**src/rtl/reg_file_sb_pkg.sv**
```systemverilog
// Shared dimensions and types for the scoreboarded register file.
// Module parameters override the default-configuration values used here.
package reg_file_sb_pkg;

    localparam int num_regs       = 32;
    localparam int data_width     = 32;
    localparam int reg_sel_width  = $clog2(num_regs);
    localparam int busy_cnt_width = $clog2(num_regs + 1);

    typedef logic [reg_sel_width-1:0] reg_sel_t;
    typedef logic [data_width-1:0]    data_t;

    // Select width for an arbitrary register count, never narrower than 1 bit.
    function automatic int sel_width(input int n);
        return (n < 2) ? 1 : $clog2(n);
    endfunction

endpackage

```
**src/rtl/reg_busy_tracker.sv**
```systemverilog
// Per-register busy scoreboard: reservation grant, set/clear priority and a
// registered popcount of the busy vector.
module reg_busy_tracker
    import reg_file_sb_pkg::*;
#(
    parameter  int NUM_REGS = 32,
    localparam int SEL_W    = sel_width(NUM_REGS),
    localparam int CNT_W    = $clog2(NUM_REGS + 1)
) (
    input  logic                clk,
    input  logic                rst,
    input  logic                wr_en,
    input  logic [SEL_W-1:0]    wr_sel,
    input  logic                rsv_req,
    input  logic [SEL_W-1:0]    rsv_sel,
    output logic [NUM_REGS-1:0] busy,
    output logic                rsv_ack,
    output logic [CNT_W-1:0]    busy_count
);

    logic [NUM_REGS-1:0] busy_next;
    logic [CNT_W-1:0]    count_next;

    // A busy register can still be re-reserved when its writeback lands this cycle.
    assign rsv_ack = rsv_req &
                     ((rsv_sel == '0) | !busy[rsv_sel] | (wr_en & (wr_sel == rsv_sel)));

    // NOTE: combinational blocks assign a default first and use blocking '=' so
    // later statements can override earlier ones without inferring a latch.
    always_comb begin
        busy_next = busy;
        if (wr_en && (wr_sel != '0))
            busy_next[wr_sel] = 1'b0;
        // Reserve is applied after the clear so a same-cycle collision ends busy.
        if (rsv_ack && (rsv_sel != '0))
            busy_next[rsv_sel] = 1'b1;
        busy_next[0] = 1'b0;
    end

    always_comb begin
        count_next = '0;
        for (int i = 0; i < NUM_REGS; i++)
            count_next = count_next + CNT_W'(busy_next[i]);
    end

    // NOTE: sequential state uses non-blocking '<=' so every register samples
    // pre-edge values regardless of statement order.
    always_ff @(posedge clk) begin
        if (rst) begin
            busy       <= '0;
            busy_count <= '0;
        end else begin
            busy       <= busy_next;
            busy_count <= count_next;
        end
    end

endmodule

```
**src/rtl/reg_file_sb.sv**
```systemverilog
// Register file with N combinational read ports, one write port, optional
// write-to-read forwarding and a per-register busy scoreboard.
module reg_file_sb
    import reg_file_sb_pkg::*;
#(
    parameter  int NUM_REGS       = 32,
    parameter  int DATA_WIDTH     = 32,
    parameter  int NUM_READ_PORTS = 2,
    parameter  int BYPASS         = 1,
    localparam int SEL_W          = sel_width(NUM_REGS),
    localparam int CNT_W          = $clog2(NUM_REGS + 1)
) (
    input  logic                                 clk,
    input  logic                                 rst,
    input  logic [NUM_READ_PORTS*SEL_W-1:0]      rd_sel,
    output logic [NUM_READ_PORTS*DATA_WIDTH-1:0] rd_data,
    output logic [NUM_READ_PORTS-1:0]            rd_busy,
    input  logic                                 wr_en,
    input  logic [SEL_W-1:0]                     wr_sel,
    input  logic [DATA_WIDTH-1:0]                wr_data,
    input  logic                                 rsv_req,
    input  logic [SEL_W-1:0]                     rsv_sel,
    output logic                                 rsv_ack,
    output logic [CNT_W-1:0]                     busy_count
);

    logic [DATA_WIDTH-1:0] regs [NUM_REGS];
    logic [NUM_REGS-1:0]   busy;

    reg_busy_tracker #(
        .NUM_REGS (NUM_REGS)
    ) u_tracker (
        .clk        (clk),
        .rst        (rst),
        .wr_en      (wr_en),
        .wr_sel     (wr_sel),
        .rsv_req    (rsv_req),
        .rsv_sel    (rsv_sel),
        .busy       (busy),
        .rsv_ack    (rsv_ack),
        .busy_count (busy_count)
    );

    // NOTE: the data array is reset because architectural state must read as
    // zero after reset; this forces flops rather than a RAM macro.
    always_ff @(posedge clk) begin
        if (rst) begin
            for (int i = 0; i < NUM_REGS; i++)
                regs[i] <= '0;
        end else if (wr_en && (wr_sel != '0)) begin
            regs[wr_sel] <= wr_data;
        end
    end

    always_comb begin
        logic [SEL_W-1:0] sel;
        sel     = '0;
        rd_data = '0;
        rd_busy = '0;
        for (int i = 0; i < NUM_READ_PORTS; i++) begin
            sel = rd_sel[i*SEL_W +: SEL_W];
            if (sel != '0) begin
                rd_data[i*DATA_WIDTH +: DATA_WIDTH] = regs[sel];
                rd_busy[i]                          = busy[sel];
                // Forwarded write clears busy unless a granted reserve re-claims it.
                if ((BYPASS != 0) && wr_en && (wr_sel == sel)) begin
                    rd_data[i*DATA_WIDTH +: DATA_WIDTH] = wr_data;
                    rd_busy[i] = rsv_ack && (rsv_sel == sel);
                end
            end
        end
    end

endmodule

```
**config.mk**
```make
export PLATFORM = sky130hd
export DESIGN_NAME = reg_file_sb
export DESIGN_NICKNAME = d
export VERILOG_FILES = /design/src/rtl/reg_file_sb_pkg.sv /design/src/rtl/reg_busy_tracker.sv /design/src/rtl/reg_file_sb.sv
export SDC_FILE = /design/constraint.sdc
export NUM_CORES = 2
export LEC_CHECK = 0
export CORE_MARGIN = 2
export CORE_UTILIZATION = 56
export DETAILED_ROUTE_END_ITERATION = 8
export MAX_ROUTING_LAYER = met4
export PLACE_DENSITY = 0.83
export SYNTH_ARGS = -nofsm -noshare
export SYNTH_HDL_FRONTEND = slang
export SYNTH_SLANG_ARGS = --single-unit
```
**constraint.sdc**
```tcl
create_clock -name clk -period 8.1 [get_ports clk]
set_input_delay 1.215 -clock clk [delete_from_list [all_inputs] [get_ports clk]]
set_output_delay 1.215 -clock clk [all_outputs]
set_load 0.005 [all_outputs]
```
-- Yosys cells after proc, flatten, opt, wreduce, memory -nomap -nowiden
Memory sizes are Yosys's and may differ from the RTL's.
Cells that the tools add are included.
- register bits: 38
- bits in latches: 0
- RAM bits: 1024
- memory bits (read-only): 0
- output and inout bits: 73
- word-level logic and storage cells: 95
- memories kept: 1
- memories (memory ; words ; bits a word ; rd ports ; clocked after Yosys merged registers in ; wr ports ; RTL line ; text):
    regs ; 32 ; 32 ; 2 ; 0 ; 32 ; reg_file_sb.sv:27 ; logic [DATA_WIDTH-1:0] regs [NUM_REGS];
- add/subtract/negate cells: 30
- $mul: 0
- div/mod/pow operators: 0
- order comparisons: 6
- eq/ne operators: 5
- shifts and indexed selects: 0
- muxes and demuxes: 28
- bitwise logic cells: 7
- reduce and logical (&&, ||, !) cells: 15
- operators with widths (cell ; number):
    $mux 32 ; 7
    $add 6x1->6 ; 29
    $and 32x32->32 ; 1
    $not 32->32 ; 1
    $or 32x32->32 ; 1
    $reduce_or 32->1 ; 1
    $eq 5x5->1 ; 5
    $lt 5x6->1 const B ; 4
    $reduce_bool 5->1 ; 4
    $bmux 1 s5 ; 3
    $mux 1 ; 15
    $demux 1 s5 ; 2
    $ge 5x1->1 const B ; 2
    $logic_and 1x1->1 ; 8
    $logic_not 5->1 ; 1
    $mux 5 ; 1
    $add 1x1->2 ; 1
    $and 1x1->1 ; 2
    $or 1x1->1 ; 2
    $logic_not 1->1 ; 1

-- Logic depth before layout (Yosys ltp)
- depth in word-level cells: 39
- mapped depth: 28
- gate-level depth less buffers: 25

-- Modules after synthesis
A second synthesis with hierarchy kept.
- cells, all modules: 4170
- area, all modules: 59165.5 um2
- by module, submodules not included (module ; instances ; cells an instance ; area each (um2) ; seq. area each (um2)):
    reg_file_sb ; 1 ; 3725 ; 55446.9 ; 30749.5
    reg_busy_tracker ; 1 ; 445 ; 3718.6 ; 740.7

-- Least setup slack after synthesis
Ideal clock, no wire load.
- path kind: in2reg
- start: input port rsv_sel[0]
- end: register u_tracker.busy_count[4]
- library setup time: 0.128 ns
- data arrival time: 7.210 ns
- data required time: 7.972 ns
- setup slack: 0.762 ns
- stages: 27
- buffers on the path: 2
- cell sequence: buf_2 -> mux2_1 -> a22oi_1 -> nand3_1 -> a222oi_1 -> buf_2 -> nand4_1 -> nand3_1 -> ha_1 -> fa_1 -> fa_1 -> inv_1 -> fa_1 -> inv_1 -> fa_1 -> fa_1 -> inv_1 -> fa_1 -> inv_1 -> ha_1 -> inv_1 -> fa_1 -> inv_1 -> a21o_1 -> a21oi_1 -> xor2_1 -> nor2_1
- cells in the longest elaborated chain, start to end: 38
- elaborated cells between the ends (all ways): 48
- those cells by class: add/sub: 30; order compare: 2; eq/ne: 1; mux: 5; bitwise: 5; reduce/logical: 5
- ends and longest elaborated chain (element ; RTL line ; text):
    start: declaration ; reg_file_sb.sv:22 ; input logic [SEL_W-1:0] rsv_sel,
    $bmux 1 s5 ; reg_busy_tracker.sv:26 ; ((rsv_sel == '0) | !busy[rsv_sel] | (wr_en & (wr_sel == rsv_sel)));
    $mux 1 (implied by the code) ; reg_busy_tracker.sv:26 ;
    $logic_not 1->1 ; reg_busy_tracker.sv:26 ;
    $or 1x1->1 (2 in a row) ; reg_busy_tracker.sv:26 ;
    $and 1x1->1 ; reg_busy_tracker.sv:25 ; assign rsv_ack = rsv_req &
    $logic_and 1x1->1 ; reg_busy_tracker.sv:35 ; if (rsv_ack && (rsv_sel != '0))
    $mux 32 * ; reg_busy_tracker.sv:35 ;
    via u_tracker.busy_next[2] ; reg_busy_tracker.sv:21 ; logic [NUM_REGS-1:0] busy_next;
    $add 1x1->2 * ; reg_busy_tracker.sv:43 ; count_next = count_next + CNT_W'(busy_next[i]);
    $add 6x1->6 * (29 in a row) ; reg_busy_tracker.sv:43 ;
    end signal: assignment ; reg_busy_tracker.sv:54 ; busy_count <= count_next;
    end: declaration ; reg_busy_tracker.sv:18 ; output logic [CNT_W-1:0] busy_count
Mark *: on every way through the listed nets, which the timed path passes. The rest lies on a longest branch. The select of a mux whose other input is x is not followed.
A chain may end at the register's enable or synchronous reset.

-- Worst setup path in the final report
Ends and elaborated chain as after synthesis.

==> results.toml <==
[run_status]
status = "complete, no violations"

[finish]
fin_area_mm2 = 0.0654
drive_gt1_frac = 0.243
final_cell_mix = "edfxtp_1, and2_1, mux4_2, buf_4, clkdlybuf4s50_1"
fin_nets = 4087
final_common_cell = "edfxtp_1"
fin_cells = 5478
areaGrowthSynthToFinish_pct = 11.5
post-route-util = 0.631

[worst_setup_path]
reg2reg_to = "u_tracker.busy_count[4]"
r2r_slack_ns = 1.45
required_ns = 8.68
start_kind = "input pin"
r2r_cells = 26
cp-startpoint = "rsv_sel[0]"
end_kind = "flip-flop"
arrival_ns = 8.01
rr_startpoint = "u_tracker.busy[16]"
path_max_fanout = 19
endpoint = "u_tracker.busy_count[4]"
critPathKind = "in -> reg"

[die]
num_io_pins = 129
die_y_um = 328
die-area_mm2 = 0.107
initial_core_util = 0.566
die_w_um = 328
core_area_mm2 = 0.104
rows = 118

[power_and_ir_drop]
power_density_mw_per_mm2 = 206
ir_drop_mv = 0.233
leakagePower_uw = 0.0226
finalPower_uw = 13500

[clock_tree]
cts_root_buffer = "clkbuf_16"
cts_buffers = 107
htree_levels = 3
hold_buffers = 0
clkLatencyLatePin_ns = 0.72
cts_resized = 0
clkTransAtPathRegs_ns = 0.06
postCtsSetupBuffers = 0
cts_sinks = 1061
clockBufferDepth = 3
cts_tree = "done"

[synth]
synth_compound_area_frac = 0.0344
synth.area.mux_share = 0.242
netlist_instances = 3990
avgSynthCellArea_um2 = 14.7
synth-edff-count = 1024
synth_top_family_by_area = "multiplexers"
synth-main-ff-cell = "edfxtp_1"
async_flop_share = 0
seq_area_frac_synth = 0.537
synth_cell_types = 68
synth_fa_ha_area_frac = 0.00977
synth_simple_gate_area_frac = 0.141
synth-seq-cells = 1061
synth.cell_area_mm2 = 0.0586
ys_warn_count = 0
synth_xor_area_frac = 0.00403

[global_routing]
grt_usage = 0.380
grt_pass1_wl_mm = 281
overflow = 0
grt_pass1_vias = 40500
antenna_found_initial = 13
grt_max_degree = 103

[drt]
drt-initial-drc-count = 8249
vias = 40500
ant_nets = 0
wl_per_cell_um = 36.0
drc = 0
routed_wl_mm = 197
vias_per_cell = 7.39
first_pass_iters = 8

[timing]
tightest_slew_ns = 1.42
setup_tns_ns = 0
slew_viol_final = 0
rsz0062_at_grt = "false"
finalClockSkew_ns = 0.00844
setup_viol = 0
slew_headroom = 0.0493
hold_violations = 0
max_freq_ghz = 0.135
finalCritPeriodShare = 0.917
period_minus_slack_ns = 7.43

[hold_path]
hold_class = "reg -> reg"

[placed_design]
hpwlAfterDp_mm = 111
dp.cells = 5269
placed_area_mm2 = 0.0618
port-buffer-count = 128
routabilityCongestion = 0.948

[flow_run]
maxCapViolCount = 0
-- worst max-delay path, cell delays in order --
cell and delay, ns:
clkdlybuf4s50_1 0.54, buf_4 0.24, mux2_1 0.35, a22oi_1 0.19, nand3_1 0.13, a222oi_1 0.32, buf_4 0.31, nand4_1 0.15
nand3_1 0.14, ha_1 0.24, fa_1 0.47, fa_1 0.50, inv_1 0.05, fa_1 0.47, inv_1 0.05, fa_1 0.48
fa_1 0.51, inv_1 0.05, fa_1 0.43, inv_1 0.07, ha_1 0.16, inv_1 0.06, fa_1 0.45, inv_1 0.08
a21o_1 0.11, a21oi_1 0.07, xor2_1 0.14, nor2_1 0.05
-- cell families (layout without fill, tap and decap cells) --
logic type | Yosys count | in the layout
AOI/OAI and AO/OA | 310 | 310
other | 1 | 45
and+or+nand+nor | 1404 | 1404
muxes | 691 | 691
xor gates and xnor gates | 27 | 27
buffers and inverters | 464 | 528
adders and majority gates | 32 | 32
DFF | 1061 | 1061
-- layout make-up --
type                    count  area (µm²)
fillers                  7134       38300
flip-flops and latches   1061       31500
multi-input cells        2496       25800
clock buffers             134        2840
repair buffers            298        2630
well taps                1380        1730
clock inverters            61         709
inverters                  35         136
diodes                     13        32.5
-- layer usage --
layer / up-vias / part of all wire / global-route usage / routed length [µm]
met5: - / 0 / - / 0
met4: 0 / 0.065 / 0.214 / 12700
met3: 947 / 0.16 / 0.120 / 32400
met2: 4239 / 0.46 / 0.561 / 89900
met1: 20000 / 0.32 / 0.467 / 62200
li1: 15300 / - / - / -
-- Yosys cell counts (37+ instances only) --
master	n	area, µm²
dfxtp_1	37	741
a21oi_1	71	355
o22ai_1	49	307
mux2i_1	100	1000
mux4_2	581	13100
edfxtp_1	1024	30700
buf_2	66	330
o21ai_0	52	260
clkbuf_1	315	1180
nand2_1	83	312
buf_1	41	154
and2_1	1013	6340
nor2_1	115	432
-- state kept, by name (all words and copies together) (netlist names) --
register and count:
u_tracker.busy 31, regs 1024, u_tracker.busy_count 6
-- how the worst min path moves through the flow --
| stage | from | to | slack (ns) | depth (start not counted) |
|---|---|---|---|---|
| 2_1_floorplan | u_tracker.busy[2] | u_tracker.busy[2] | 0.52 | 2 |
| 3_3_place_gp | u_tracker.busy[11] | u_tracker.busy[11] | 0.66 | 2 |
| 3_5_place_dp | u_tracker.busy[11] | u_tracker.busy[11] | 0.62 | 2 |
| 4_1_cts | u_tracker.busy[11] | u_tracker.busy[11] | 0.64 | 2 |
| 5_1_grt | u_tracker.busy[8] | u_tracker.busy[8] | 0.70 | 2 |
| 6_report | u_tracker.busy[11] | u_tracker.busy[11] | 0.66 | 2 |
-- report_power, final --
part / internal [µW] / leakage [µW] / switching (µW)
combinational: 806 / 0.0108 / 1030
clock: 2950 / 0.00172 / 2190
sequential: 6320 / 0.0101 / 166
total: 10100 / 0.0226 / 3390
-- through the flow --
stage / setup WS [ns] / hold slack [ns]
2_1_floorplan: 0.762 / 0.523
3_3_place_gp: 0.112 / 0.658
3_5_place_dp: 0.00432 / 0.622
4_1_cts: 0.696 / 0.645
5_1_grt: 0.235 / 0.704
6_report: 0.673 / 0.660
Power figures use the tool's default switching activity.
